<file path="src/rtl/cdb_arbiter_pkg.sv">
//------------------------------------------------------------------------------
// Module   : cdb_arbiter_pkg
// Brief    : Shared widths and helpers for the Common Data Bus transmitter.
//            Optional macro CDB_RR_EN selects round-robin arbitration.
// Revision : 1.0 - initial release
//------------------------------------------------------------------------------
`default_nettype none

`ifndef Data_Width
`define Data_Width 32
`endif
`ifndef ROB_Entry_Width
`define ROB_Entry_Width 3
`endif
`ifndef CDB_Src_Num
`define CDB_Src_Num 4
`endif

package cdb_arbiter_pkg;

    localparam int CDB_DATA_W_DEF  = `Data_Width;
    localparam int CDB_ENTRY_W_DEF = `ROB_Entry_Width;
    localparam int CDB_NUM_SRC_DEF = `CDB_Src_Num;
    localparam int CDB_FIFO_DEF    = 2;

    // Next round-robin start point after a grant to idx.
    function automatic int rr_next(input int idx, input int n);
        return (idx + 1 >= n) ? 0 : idx + 1;
    endfunction

endpackage

`default_nettype wire

</file>
<file path="src/rtl/cdb_src_fifo.sv">
//------------------------------------------------------------------------------
// Module   : cdb_src_fifo
// Brief    : Per-source result buffer (tag + value), power-of-two depth.
// Revision : 1.0 - initial release
//------------------------------------------------------------------------------
`default_nettype none

module cdb_src_fifo #(
    parameter int WIDTH = 35,
    parameter int DEPTH = 2
) (
    input  logic             clk,
    input  logic             rst,
    input  logic             push,
    input  logic             pop,
    input  logic [WIDTH-1:0] din,
    output logic [WIDTH-1:0] dout,
    output logic             empty,
    output logic             full
);

    localparam int AW = $clog2(DEPTH);
    localparam int CW = AW + 1;

    logic [WIDTH-1:0] mem_q [DEPTH];
    logic [AW-1:0]    rd_ptr_q;
    logic [AW-1:0]    wr_ptr_q;
    logic [CW-1:0]    count_q;

    always_ff @(posedge clk) begin
        if (push) begin
            mem_q[wr_ptr_q] <= din;
        end
    end

    // Pointers wrap naturally since DEPTH is a power of two.
    always_ff @(posedge clk) begin
        if (rst) begin
            rd_ptr_q <= '0;
            wr_ptr_q <= '0;
            count_q  <= '0;
        end else begin
            if (push) wr_ptr_q <= wr_ptr_q + AW'(1);
            if (pop)  rd_ptr_q <= rd_ptr_q + AW'(1);
            case ({push, pop})
                2'b10:   count_q <= count_q + CW'(1);
                2'b01:   count_q <= count_q - CW'(1);
                default: count_q <= count_q;
            endcase
        end
    end

    assign dout  = mem_q[rd_ptr_q];
    assign empty = (count_q == '0);
    assign full  = (count_q == CW'(DEPTH));

endmodule

`default_nettype wire

</file>
<file path="src/rtl/cdb_arbiter.sv">
//------------------------------------------------------------------------------
// Module   : cdb_arbiter
// Brief    : CDB transmitter: buffers FU results and broadcasts one per cycle.
//            Define CDB_RR_EN for round-robin, otherwise fixed priority.
// Revision : 1.0 - initial release
//------------------------------------------------------------------------------
`default_nettype none

module cdb_arbiter
    import cdb_arbiter_pkg::*;
#(
    parameter int NUM_SRC    = CDB_NUM_SRC_DEF,
    parameter int DATA_W     = CDB_DATA_W_DEF,
    parameter int ENTRY_W    = CDB_ENTRY_W_DEF,
    parameter int FIFO_DEPTH = CDB_FIFO_DEF
) (
    input  logic                         clk,
    input  logic                         rst,
    input  logic [NUM_SRC-1:0]           src_valid,
    output logic [NUM_SRC-1:0]           src_ready,
    input  logic [NUM_SRC*ENTRY_W-1:0]   src_entry,
    input  logic [NUM_SRC*DATA_W-1:0]    src_value,
    output logic                         cdb_write,
    output logic [ENTRY_W-1:0]           cdb_entry,
    output logic [DATA_W-1:0]            cdb_value,
    output logic [$clog2(NUM_SRC)-1:0]   cdb_src
);

    localparam int SW = $clog2(NUM_SRC);
    localparam int W  = DATA_W + ENTRY_W;

    logic [NUM_SRC-1:0] w_empty;
    logic [NUM_SRC-1:0] w_full;
    logic [NUM_SRC-1:0] w_push;
    logic [NUM_SRC-1:0] w_pop;
    logic [W-1:0]       w_head [NUM_SRC];
    logic [W-1:0]       w_head_sel;
    logic               w_grant_vld;
    logic [SW-1:0]      w_grant_idx;

    logic               cdb_write_q;
    logic [ENTRY_W-1:0] cdb_entry_q;
    logic [DATA_W-1:0]  cdb_value_q;
    logic [SW-1:0]      cdb_src_q;

    generate
        for (genvar i = 0; i < NUM_SRC; i++) begin : g_src
            assign src_ready[i] = !rst && !w_full[i];
            assign w_push[i]    = src_valid[i] && src_ready[i];
            assign w_pop[i]     = w_grant_vld && (w_grant_idx == SW'(i));

            cdb_src_fifo #(
                .WIDTH (W),
                .DEPTH (FIFO_DEPTH)
            ) u_fifo (
                .clk   (clk),
                .rst   (rst),
                .push  (w_push[i]),
                .pop   (w_pop[i]),
                .din   ({src_entry[i*ENTRY_W +: ENTRY_W], src_value[i*DATA_W +: DATA_W]}),
                .dout  (w_head[i]),
                .empty (w_empty[i]),
                .full  (w_full[i])
            );
        end
    endgenerate

`ifdef CDB_RR_EN
    logic [SW-1:0] rr_ptr_q;

    // Scan downward in distance from rr_ptr so the closest candidate is the last to assign.
    always_comb begin
        logic [SW-1:0] idx_sel;
        w_grant_vld = 1'b0;
        w_grant_idx = '0;
        idx_sel     = '0;
        for (int k = NUM_SRC - 1; k >= 0; k--) begin
            idx_sel = SW'((int'(rr_ptr_q) + k) % NUM_SRC);
            if (!w_empty[idx_sel]) begin
                w_grant_vld = 1'b1;
                w_grant_idx = idx_sel;
            end
        end
    end

    always_ff @(posedge clk) begin
        if (rst) begin
            rr_ptr_q <= '0;
        end else if (w_grant_vld) begin
            rr_ptr_q <= SW'(rr_next(int'(w_grant_idx), NUM_SRC));
        end
    end
`else
    always_comb begin
        logic [SW-1:0] idx_sel;
        w_grant_vld = 1'b0;
        w_grant_idx = '0;
        idx_sel     = '0;
        for (int k = NUM_SRC - 1; k >= 0; k--) begin
            idx_sel = SW'(k);
            if (!w_empty[idx_sel]) begin
                w_grant_vld = 1'b1;
                w_grant_idx = idx_sel;
            end
        end
    end
`endif

    assign w_head_sel = w_head[w_grant_idx];

    // Tag/value/source hold their last broadcast when the bus is idle.
    always_ff @(posedge clk) begin
        if (rst) begin
            cdb_write_q <= 1'b0;
            cdb_entry_q <= '0;
            cdb_value_q <= '0;
            cdb_src_q   <= '0;
        end else begin
            cdb_write_q <= w_grant_vld;
            if (w_grant_vld) begin
                cdb_entry_q <= w_head_sel[W-1:DATA_W];
                cdb_value_q <= w_head_sel[DATA_W-1:0];
                cdb_src_q   <= w_grant_idx;
            end
        end
    end

    assign cdb_write = cdb_write_q;
    assign cdb_entry = cdb_entry_q;
    assign cdb_value = cdb_value_q;
    assign cdb_src   = cdb_src_q;

endmodule

`default_nettype wire

</file>
<file path="config.mk">
export PLATFORM = sky130hd
export DESIGN_NAME = cdb_arbiter
export DESIGN_NICKNAME = d
export VERILOG_FILES = /design/src/rtl/cdb_arbiter_pkg.sv /design/src/rtl/cdb_src_fifo.sv /design/src/rtl/cdb_arbiter.sv
export SDC_FILE = /design/constraint.sdc
export NUM_CORES = 1
export LEC_CHECK = 0
export ABC_AREA = 1
export BUFFER_PORTS_ARGS = -buffer_cell sky130_fd_sc_hd__buf_4
export CAP_MARGIN = 20
export CORE_ASPECT_RATIO = 0.75
export CORE_MARGIN = 2
export CORE_UTILIZATION = 50
export CTS_CLUSTER_DIAMETER = 50
export DETAILED_ROUTE_END_ITERATION = 10
export PLACE_DENSITY = 0.76
export SETUP_SLACK_MARGIN = 0.3
export SLEW_MARGIN = 20
export SYNTH_ARGS = -nofsm -noshare
export SYNTH_HDL_FRONTEND = slang
export SYNTH_SLANG_ARGS = --single-unit
</file>
<file path="constraint.sdc">
create_clock -name clk -period 4.5 [get_ports clk]
set_clock_uncertainty 0.2 [all_clocks]
set_input_delay 0.45 -clock clk [delete_from_list [all_inputs] [get_ports clk]]
set_output_delay 0.45 -clock clk [all_outputs]
set_load 0.01 [all_outputs]
</file>
==> impl_metrics.py <==
metrics = {
    "timing": {
        "slew_headroom_pct": 28.8,
        "setup_viol": 0,
        "fin_setup_tns_ps": 0,
        "min_period_ps": 2690,
        "finalHoldViolCount": 0,
        "rsz0062_at_grt": "no",
        "fmax_mhz": 372,
        "tightest_slew_ps": 1070,
        "fin_crit_sh_pct": 59.7,
        "maxSlewViolCount": 0,
    },
    "worst_setup_path": {
        "start_kind": "flop",
        "critPathMaxStageDelay_ps": 940,
        "end_kind": "flop",
        "cp.required_ps": 4690,
        "r2r_end": "cdb_value[23]$_SDFFE_PP0P_",
        "cpMaxStageDelayCell": "clkinv_1",
        "cp.arrival_ps": 2870,
        "reg2reg_depth": 6,
        "crit_chain": "buf_4 > clkinv_1 > nand2_1 > nand3_1 > a21oi_1 > nor2_1",
        "path_class": "reg2reg",
        "regToRegSetupSlack_ps": 1810,
        "path_max_fanout": 36,
    },
    "power": {
        "worst_ir_drop_vdd_v": 0.000464,
        "p_total_w": 0.0101,
        "p_leak_nw": 6.71,
        "p_per_area_nw_per_um2": 578,
    },
    "synthesis": {
        "synthCells": 1132,
        "yosysTopAreaCell": "edfxtp_1",
        "synth.area.top_cells": "edfxtp_1, nand2_1, dfxtp_1",
        "syn_area_per_cell_um2": 11.6,
        "yosysSeqAreaShare_pct": 73.1,
        "ys.flop_type": "edfxtp_1",
        "synth_edf_count": 280,
        "ys_ff_latch": 338,
        "synthesis.area_um2": 13100,
        "syn_nets": 1282,
        "synth.top_cell.area_share_pct": 64.2,
        "ys_types": 25,
        "ys_warn_count": 0,
        "synth-async-reset-ratio_pct": 0,
    },
    "finish": {
        "final_common_cell": "nand2_1",
        "antenna_cells": 0,
        "drive_gt1_share_pct": 18.2,
        "final_nets": 1609,
        "synthToLayoutAreaGrowth_pct": 33.3,
        "mostFrequentLayoutCells": "nand2_1, edfxtp_1, buf_4, nand3_1, dlygate4sd3_1",
        "fill_cells": 1814,
    },
    "clock_network": {
        "cts_buffers": 34,
        "cts_tree": "built",
        "htree_num_levels": 2,
        "cts_num_sinks": 338,
        "cts-resized-gates": 0,
        "root_buffer": "clkbuf_16",
        "clk_path_buf_depth": 3,
        "clock_latency_ps": 510,
        "clkSlewWorstSetupHoldPaths_ps": 60,
    },
    "drt": {
        "final_antenna_net_count": 0,
        "drt_iter0_markers": 750,
        "route.detailed.drc": 0,
        "routedWlPerCell_um": 18.6,
        "num_vias": 9683,
        "dr.pass1.iters": 7,
        "wirelength_um": 34000,
        "viasPerCell": 5.30,
    },
    "grt": {
        "grt_pass1_vias": 9560,
        "grtUsageTotal_pct": 24.5,
        "grt_pass1_wl_um": 50400,
        "grt_overflow": 0,
        "antenna_found_initial": 0,
        "grt_max_degree": 47,
    },
    "placement": {
        "io_buffers": 187,
        "dp_hpwl_um": 21800,
        "globalplace.congestion": 0.808,
    },
    "die": {
        "dieHeight_um": 144,
        "placementRows": 51,
        "start_util_pct": 50.7,
        "die_w_um": 191,
        "core-area_um2": 25800,
        "die_area_um2": 27500,
        "io_pins": 188,
    },
    "run_status": {
        "status": "finished, final reports clean",
    },
    "worst_hold_path": {
        "hold_path_end": "g_src[3].u_fifo.wr_ptr_q$_SDFFE_PP0P_",
        "worstHoldPathCells": 3,
        "min_from": "src_valid[3]",
        "min_path_type": "in2reg",
    },
    "flow_run": {
        "maxCapViolCount": 0,
    },
}
## per-stage QoR
step                instances  instance area, um2  utilization, %  hold slack [ps]  setup slack [ps]
detailed placement       1618               14800            57.3              245              1770
CTS                      1819               17300            66.9              220              1740
finish                   1827               17500            67.5              225              1810
floorplan                1132               13100               -              226              1350
global placement         1617               14800            57.2              235              1820
global route             1827               17500            67.5              257              1600
## area by class of cell
type | count | area, um2 | share of cell area, %
Sequential cell | 338 | 9570 | 54.8
Multi-Input combinational cell | 683 | 3110 | 17.8
Timing Repair Buffer | 344 | 3060 | 17.5
Clock buffer | 50 | 993 | 5.69
Tap cell | 344 | 430 | 2.47
Inverter | 58 | 218 | 1.25
Clock inverter | 10 | 68.8 | 0.394
## worst max-delay path, delay by kind of cell, from the launching register on
| family | cells | cell delay [ps] |
|---|---|---|
| AOI/OAI and AO/OA | 1 | 280 |
| DFF | 1 | 300 |
| buffers and inverters | 2 | 1300 |
| and+or+nand+nor | 3 | 470 |
## worst max-delay path by stage
stage	slack [ps]	cells after the start	endpoint
6_report	1810	6	cdb_value[23]$_SDFFE_PP0P_
5_1_grt	1600	6	cdb_value[23]$_SDFFE_PP0P_
4_1_cts	1740	5	g_src[3].u_fifo.mem_q[1][12]$_DFFE_PP_
3_5_place_dp	1770	4	g_src[3].u_fifo.mem_q[1][4]$_DFFE_PP_
3_3_place_gp	1820	4	g_src[1].u_fifo.mem_q[1][8]$_DFFE_PP_
2_1_floorplan	1350	4	g_src[0].u_fifo.mem_q[0][0]$_DFFE_PP_
## cells by family after synthesis
group / after synthesis / synth area share, %
fa+ha+maj: 4 / 0.382
simple gates: 591 / 19.5
flops: 338 / 73.1
buf+inv: 111 / 3.64
compound gates: 88 / 3.39
## Yosys cell counts, types with 2 or more instances
cell type  count
buf_2         27
nor2_4         2
inv_1         50
clkbuf_1      14
nand3_1      143
a21oi_1       65
dfxtp_1       58
nor2_1        43
ha_1           4
buf_1          6
clkinv_1       4
inv_2          4
nand2_1      367
nand3b_1      31
buf_4          5
o21ai_0       21
edfxtp_1     280
## report_power, final
group          switching (W)  internal (W)
logic                0.00221       0.00113
registers           0.000235       0.00381
clock network        0.00116       0.00154
## layer usage
layer,vias to the layer above,wire [um],global-route usage (%)
met2,428,16600,42.6
met5,-,0,0
li1,4533,-,-
met1,4651,13600,31.9
met3,71,2800,3.69
met4,0,975,8.00
## registers in the layout (all words and copies together) (netlist names), named ones only
name,cells
cdb_entry,3
cdb_src,2
cdb_value,32
cdb_write,1
g_src.u_fifo.count_q,8
g_src.u_fifo.mem_q,280
g_src.u_fifo.rd_ptr_q,4
g_src.u_fifo.wr_ptr_q,4
## what timing repair did
action,in CTS,in global routing
hold buffers,141,0
setup buffers,0,0
hold endpoints to repair,282,0
Power figures use the tool's default switching activity.
